### config.mk
export PLATFORM = sky130hd
export DESIGN_NAME = permutation_core
export DESIGN_NICKNAME = d
export VERILOG_FILES = /design/src/rtl/permutation_core_pkg.sv /design/src/rtl/permutation_core_round.sv /design/src/rtl/permutation_core.sv
export SDC_FILE = /design/constraint.sdc
export NUM_CORES = 2
export LEC_CHECK = 0
export ABC_AREA = 0
export CAP_MARGIN = 20
export CORE_MARGIN = 2
export CORE_UTILIZATION = 27
export CTS_BUF_LIST = sky130_fd_sc_hd__clkbuf_2 sky130_fd_sc_hd__clkbuf_4 sky130_fd_sc_hd__clkbuf_8
export CTS_CLUSTER_SIZE = 14
export DETAILED_ROUTE_END_ITERATION = 16
export SETUP_SLACK_MARGIN = 0.2
export SLEW_MARGIN = 15
export SYNTH_ARGS = -nofsm -noshare
export SYNTH_HDL_FRONTEND = slang
export SYNTH_SLANG_ARGS = --single-unit
### constraint.sdc
create_clock -name clk -period 4.54 [get_ports clk]
set_input_delay 0.908 -clock clk [delete_from_list [all_inputs] [get_ports clk]]
set_output_delay 0.908 -clock clk [all_outputs]
set_load 0.05 [all_outputs]
### src/rtl/permutation_core_pkg.sv
// Shared definitions for the Ascon permutation core: round counts, FSM
// encoding, linear-layer rotation amounts and small helper functions.
package permutation_core_pkg;

  // Legal round counts a of p^a.
  localparam logic [4:0] ROUNDS_A  = 5'd12;
  localparam logic [4:0] ROUNDS_B  = 5'd6;
  localparam logic [4:0] ROUNDS_B8 = 5'd8;

  // Linear layer: x_k ^= ROR(x_k, ROT_A[k]) ^ ROR(x_k, ROT_B[k]).
  localparam int unsigned ROT_A [5] = '{19, 61, 1, 10, 7};
  localparam int unsigned ROT_B [5] = '{28, 39, 6, 17, 41};

  typedef enum logic [1:0] {
    IDLE = 2'd0,
    RUN  = 2'd1,
    DONE = 2'd2
  } state_e;

  // Any round count other than 6, 8 or 12 runs as the full 12-round permutation.
  function automatic logic [4:0] eff_rounds(input logic [4:0] r);
    case (r)
      ROUNDS_A, ROUNDS_B, ROUNDS_B8: return r;
      default:                       return ROUNDS_A;
    endcase
  endfunction

  // Rotate a 64-bit lane right by n.
  function automatic logic [63:0] ror64(input logic [63:0] x, input int unsigned n);
    logic [127:0] dbl;
    dbl = {x, x} >> n;
    return dbl[63:0];
  endfunction

endpackage

### src/rtl/permutation_core_round.sv
// One combinational Ascon round: constant addition on x2, bitsliced 5-bit
// S-box layer, then linear diffusion. ctr is the 1-based round index within
// a p^a run of length rounds.
module ascon_round
  import permutation_core_pkg::*;
(
  input  logic [319:0] state_i,
  input  logic [4:0]   ctr_i,
  input  logic [4:0]   rounds_i,
  output logic [319:0] state_o
);

  logic [3:0]  ridx;
  logic [7:0]  rc;
  logic [63:0] x [5];
  logic [63:0] s [5];
  logic [63:0] t [5];
  logic [63:0] l [5];

  // Constant addition, S-box and linear layer for a single round.
  always_comb begin
    // Absolute round number within the 12-round schedule: 12 - a + ctr - 1.
    ridx = 4'(5'd11 - eff_rounds(rounds_i) + ctr_i);
    rc   = {4'hF - ridx, ridx};

    for (int k = 0; k < 5; k++) begin
      x[k] = state_i[319 - 64*k -: 64];
    end
    x[2] = x[2] ^ {56'd0, rc};

    s[0] = x[0] ^ x[4];
    s[1] = x[1];
    s[2] = x[2] ^ x[1];
    s[3] = x[3];
    s[4] = x[4] ^ x[3];
    for (int k = 0; k < 5; k++) begin
      t[k] = ~s[k] & s[(k + 1) % 5];
    end
    for (int k = 0; k < 5; k++) begin
      s[k] = s[k] ^ t[(k + 1) % 5];
    end
    s[1] = s[1] ^ s[0];
    s[0] = s[0] ^ s[4];
    s[3] = s[3] ^ s[2];
    s[2] = ~s[2];

    for (int k = 0; k < 5; k++) begin
      l[k] = s[k] ^ ror64(s[k], ROT_A[k]) ^ ror64(s[k], ROT_B[k]);
    end
    state_o = {l[0], l[1], l[2], l[3], l[4]};
  end

endmodule

### src/rtl/permutation_core.sv
// Iterative Ascon permutation p^a (a in {6,8,12}). Latches a 320-bit state,
// applies UNROLL rounds per clock, then holds the result until consumed.
module permutation_core
  import permutation_core_pkg::*;
#(
  parameter int UNROLL = 1
)(
  input  logic         clk,
  input  logic         rst_n,
  input  logic         in_valid,
  output logic         in_ready,
  input  logic [4:0]   rounds_in,
  input  logic [319:0] state_in,
  output logic         out_valid,
  input  logic         out_ready,
  output logic [319:0] state_out,
  output logic         busy
);

  state_e       state_q, state_d;
  logic [4:0]   ctr_q, ctr_d;
  logic [4:0]   rounds_q, rounds_d;
  logic [319:0] st_q, st_d;
  logic [319:0] rnd0;
  logic [319:0] rnd_last;
  logic [4:0]   last_idx;

  ascon_round u_round0 (
    .state_i  (st_q),
    .ctr_i    (ctr_q),
    .rounds_i (rounds_q),
    .state_o  (rnd0)
  );

  if (UNROLL == 1) begin : g_unroll1
    assign rnd_last = rnd0;
  end else if (UNROLL == 2) begin : g_unroll2
    logic [4:0] ctr_next;
    assign ctr_next = ctr_q + 5'd1;
    ascon_round u_round1 (
      .state_i  (rnd0),
      .ctr_i    (ctr_next),
      .rounds_i (rounds_q),
      .state_o  (rnd_last)
    );
  end else begin : g_unroll_bad
    $error("permutation_core: UNROLL must be 1 or 2");
    assign rnd_last = rnd0;
  end

  // Index of the last round applied this clock; the run ends when it reaches a.
  assign last_idx = ctr_q + 5'(UNROLL - 1);

  // Next-state logic: accept in IDLE, iterate in RUN, hold result in DONE.
  always_comb begin
    state_d  = state_q;
    ctr_d    = ctr_q;
    rounds_d = rounds_q;
    st_d     = st_q;
    case (state_q)
      IDLE: begin
        if (in_valid) begin
          st_d     = state_in;
          rounds_d = rounds_in;
          ctr_d    = 5'd1;
          state_d  = RUN;
        end
      end
      RUN: begin
        st_d = rnd_last;
        if (last_idx == eff_rounds(rounds_q)) begin
          state_d = DONE;
        end else begin
          ctr_d = ctr_q + 5'(UNROLL);
        end
      end
      DONE: begin
        if (out_ready) begin
          state_d = IDLE;
        end
      end
      default: state_d = IDLE;
    endcase
  end

  // State, counter and datapath registers; reset clears everything at once.
  always_ff @(posedge clk or negedge rst_n) begin
    if (!rst_n) begin
      state_q  <= IDLE;
      ctr_q    <= 5'd0;
      rounds_q <= 5'd0;
      st_q     <= '0;
    end else begin
      state_q  <= state_d;
      ctr_q    <= ctr_d;
      rounds_q <= rounds_d;
      st_q     <= st_d;
    end
  end

  assign in_ready  = (state_q == IDLE);
  assign busy      = (state_q == RUN);
  assign out_valid = (state_q == DONE);
  assign state_out = st_q;

endmodule

==> summary.txt <==
Yosys
  • Synth cell count leaders: xnor2_1 (752), dfrtp_1 (332), a21oi_1 (257)
  • Post-Syn Area per Cell: 9.371 um2
  • Post-synth ARST share: 100.0%
  • Mapped Cells: 3,258
  • Synthesized area: 30,530 um2
  • Synth area leaders: dfrtp_1 (27%), xnor2_1 (22%), xnor3_1 (6.0%), o22a_1 (5.9%), ha_1 (5.5%)
  • Top-count cell post-synth: xnor2_1
  • EDFF count, synth: 0
  • Syn Nets: 3,721
  • Syn. warnings: 0
  • Netlist cell types: 57
  • Area share of the largest cell type after synthesis: 27.21%
  • Main flop type after synthesis: dfrtp_1
  • Cell taking the most area after synthesis: dfrtp_1
  • Seq cells post-synth: 332
  • Sequential fraction of the synthesis area: 27.21%

Die
  • Boundary pin count: 652
  • Initial cell density of the core: 27.17%
  • Row count: 123
  • Core Area: 112,300 um2
  • Die height: 340.3 um
  • Die Wd: 340.3 um
  • Full die area: 115,800 um2

Placement
  • Final RePlAce weighted congestion: 1.065
  • DP HPWL: 152.9 mm
  • Placed Cells incl. Taps: 5,343
  • Setup Slack @ Placement: 587.2 ps
  • # port buffers: 651

Cells and area
  • Fin cells: 5,475
  • Layout area overhead: 33.56%
  • Fill cells: 11,610
  • Layout cell share with drive strength beyond 1: 7.533%
  • Final net count: 4,380

Clock network
  • Clock sink count: 332
  • Number of post-CTS setup repair buffers: 0
  • # hold bufs at CTS: 0
  • CTS resizes: 0
  • Worst-path clk slew: 60 ps
  • CTS buffer count: 71
  • H-tree depth: 3
  • CTS root buffer: clkbuf_8
  • Bufs on Longest Clock Path: 3
  • Later-pin clock latency in the skew report: 760 ps
  • CTS tree: yes

GRT
  • Largest net degree at the start of global routing: 104
  • Initial antenna violation count: 10
  • Total gr overflow: 0
  • Global-route wire length before repair: 248.5 mm
  • Vias in the first global route: 29,240
  • Tot GR Track Use: 30.99%

STA
  • Final Setup Violations: 0
  • Worst-Margin Slew: 1232 ps
  • Unrepaired setup endpoints after global routing: no
  • Clock period minus worst slack: 3974 ps
  • Final Hold Viols: 0
  • Final Slew Violations: 0
  • Crit share post-route: 87.52%
  • Setup TNS: 0 ps
  • Worst setup margin: 566.5 ps
  • Max-Slew Margin vs Limit: 17.26%
  • Fmax: 251.7 MHz
  • Skew final: 63.89 ps

Detailed routing
  • Final antenna-violating net count: 0
  • Post-detailed-route DRC marker count: 0
  • Routed vias/inst: 5.488
  • Via count: 30,050
  • Iter 0 DRT Violations: 3,368
  • DRT Wirelength: 185.4 mm
  • Drt pass-1 iters: 5
  • Avg WL per Cell: 33.87 um

Setup path
  • Worst setup SP type: flip-flop
  • CP endpoint kind: flip-flop
  • Worst Path Required: 5130 ps
  • CP Max Fanout: 6
  • Crit path DAT: 4560 ps
  • Crit Path Category: reg2reg

Worst hold path
  • Hold WC Path Type: in2async

Run
  • Max_cap viols: 0

Run status
  • Status: complete, no violations
-- area by class of cell --
class	instances	area [um2]	area share (%)
Sequential cell	332	8312	20.38
Inverter	143	546.8	1.341
Timing Repair Buffer	755	7438	18.24
Clock inverter	25	225.2	0.5524
Antenna cell	6	15.01	0.03682
Tap cell	1500	1877	4.603
Clock buffer	100	1289	3.161
Multi-Input combinational cell	2614	21070	51.68
-- per-layer routing --
| metal | part of all wire [%] | wire length, um | up-vias | GRT usage (%) |
|---|---|---|---|---|
| met5 | 0.038 | 71 | - | 0 |
| met4 | 7.1 | 13250 | 10 | 18.84 |
| met3 | 11 | 19520 | 423 | 8.702 |
| met2 | 43 | 80440 | 1823 | 47.14 |
| met1 | 39 | 72140 | 15070 | 38.84 |
| li1 | - | - | 12730 | - |
-- placed cells by master (no fill, tap or decap), types with 5 or more instances in the layout --
master / netlist / routed
o22a_1: 205 / 205
clkinv_2: 0 / 15
or3_1: 5 / 5
nor3b_1: 14 / 14
inv_6: 0 / 5
nand2_1: 221 / 219
xor2_2: 10 / 10
buf_12: 0 / 11
xnor2_1: 752 / 751
o22ai_1: 234 / 234
dfrtp_1: 332 / 331
a221oi_1: 9 / 9
mux2_2: 7 / 7
o2bb2ai_1: 24 / 24
clkbuf_8: 0 / 86
o21ai_1: 14 / 13
nor2_1: 159 / 158
xnor3_1: 82 / 82
a32oi_1: 11 / 11
ha_1: 133 / 133
diode_2: 0 / 6
xor3_1: 16 / 16
inv_1: 141 / 141
and3b_1: 13 / 13
clkbuf_4: 0 / 15
clkdlybuf4s50_1: 0 / 648
xor2_1: 165 / 165
mux2i_1: 32 / 32
xnor2_2: 36 / 37
buf_4: 1 / 93
o21ai_0: 153 / 153
a21oi_1: 257 / 257
nor3_1: 12 / 12
-- registers in the layout, indices dropped and copies added (netlist names) --
register   cells
ctr_q          5
state_q        2
rounds_q       5
state_out    320
-- through the flow --
step	util (%)	instance area, um2	hold slack [ps]
after global placement	34.91	39220	489.4
final	36.29	40770	261.6
after global routing	36.29	40770	309.2
after floorplan	-	30530	481.4
after CTS	36.27	40740	239.1
after detailed placement	34.92	39230	508.5
-- worst paths after layout --
check	start	slack, ps	cells past startpoint	endpoint
max in group asynchronous	rst_n	3190	2	state_out[317]
worst max register to register	rounds_q[0]	570	15	state_out[224]
worst min register to register	rounds_q[0]	520	1	rounds_q[0]
worst max-delay path	rounds_q[0]	570	15	state_out[224]
min in group clk	rounds_q[0]	520	1	rounds_q[0]
worst min-delay path	rst_n	260	1	state_out[98]
-- cells by family (layout without fill, tap and decap cells) --
family                     after synthesis  count (layout)  share of synthesized area, %
xor gates and xnor gates              1062            1062                         36.14
other                                    1               7                       0.01228
DFF                                    332             332                         27.21
adders and majority gates              138             138                         5.648
muxes                                   40              40                         1.357
AOI/OAI and AO/OA                      935             935                         19.76
buffers and inverters                  312            1023                         3.869
and+or+nand+nor                        438             438                         6.000
-- worst max-delay path, cell delays in order, from the launching register on --
cell and delay [ps]:
dfrtp_1 370, nor2_1 130, and4b_1 250, inv_1 50, ha_1 290, ha_1 210
fa_1 440, xor2_1 250, xnor2_1 130, xnor2_1 170, ha_1 230, xnor2_1 310
nor3_1 80, a21oi_1 440, a2111oi_4 140, or3b_1 370
Power is not shown: default switching activity piles up to over one toggle a cycle in this logic, so the estimate is an artifact.
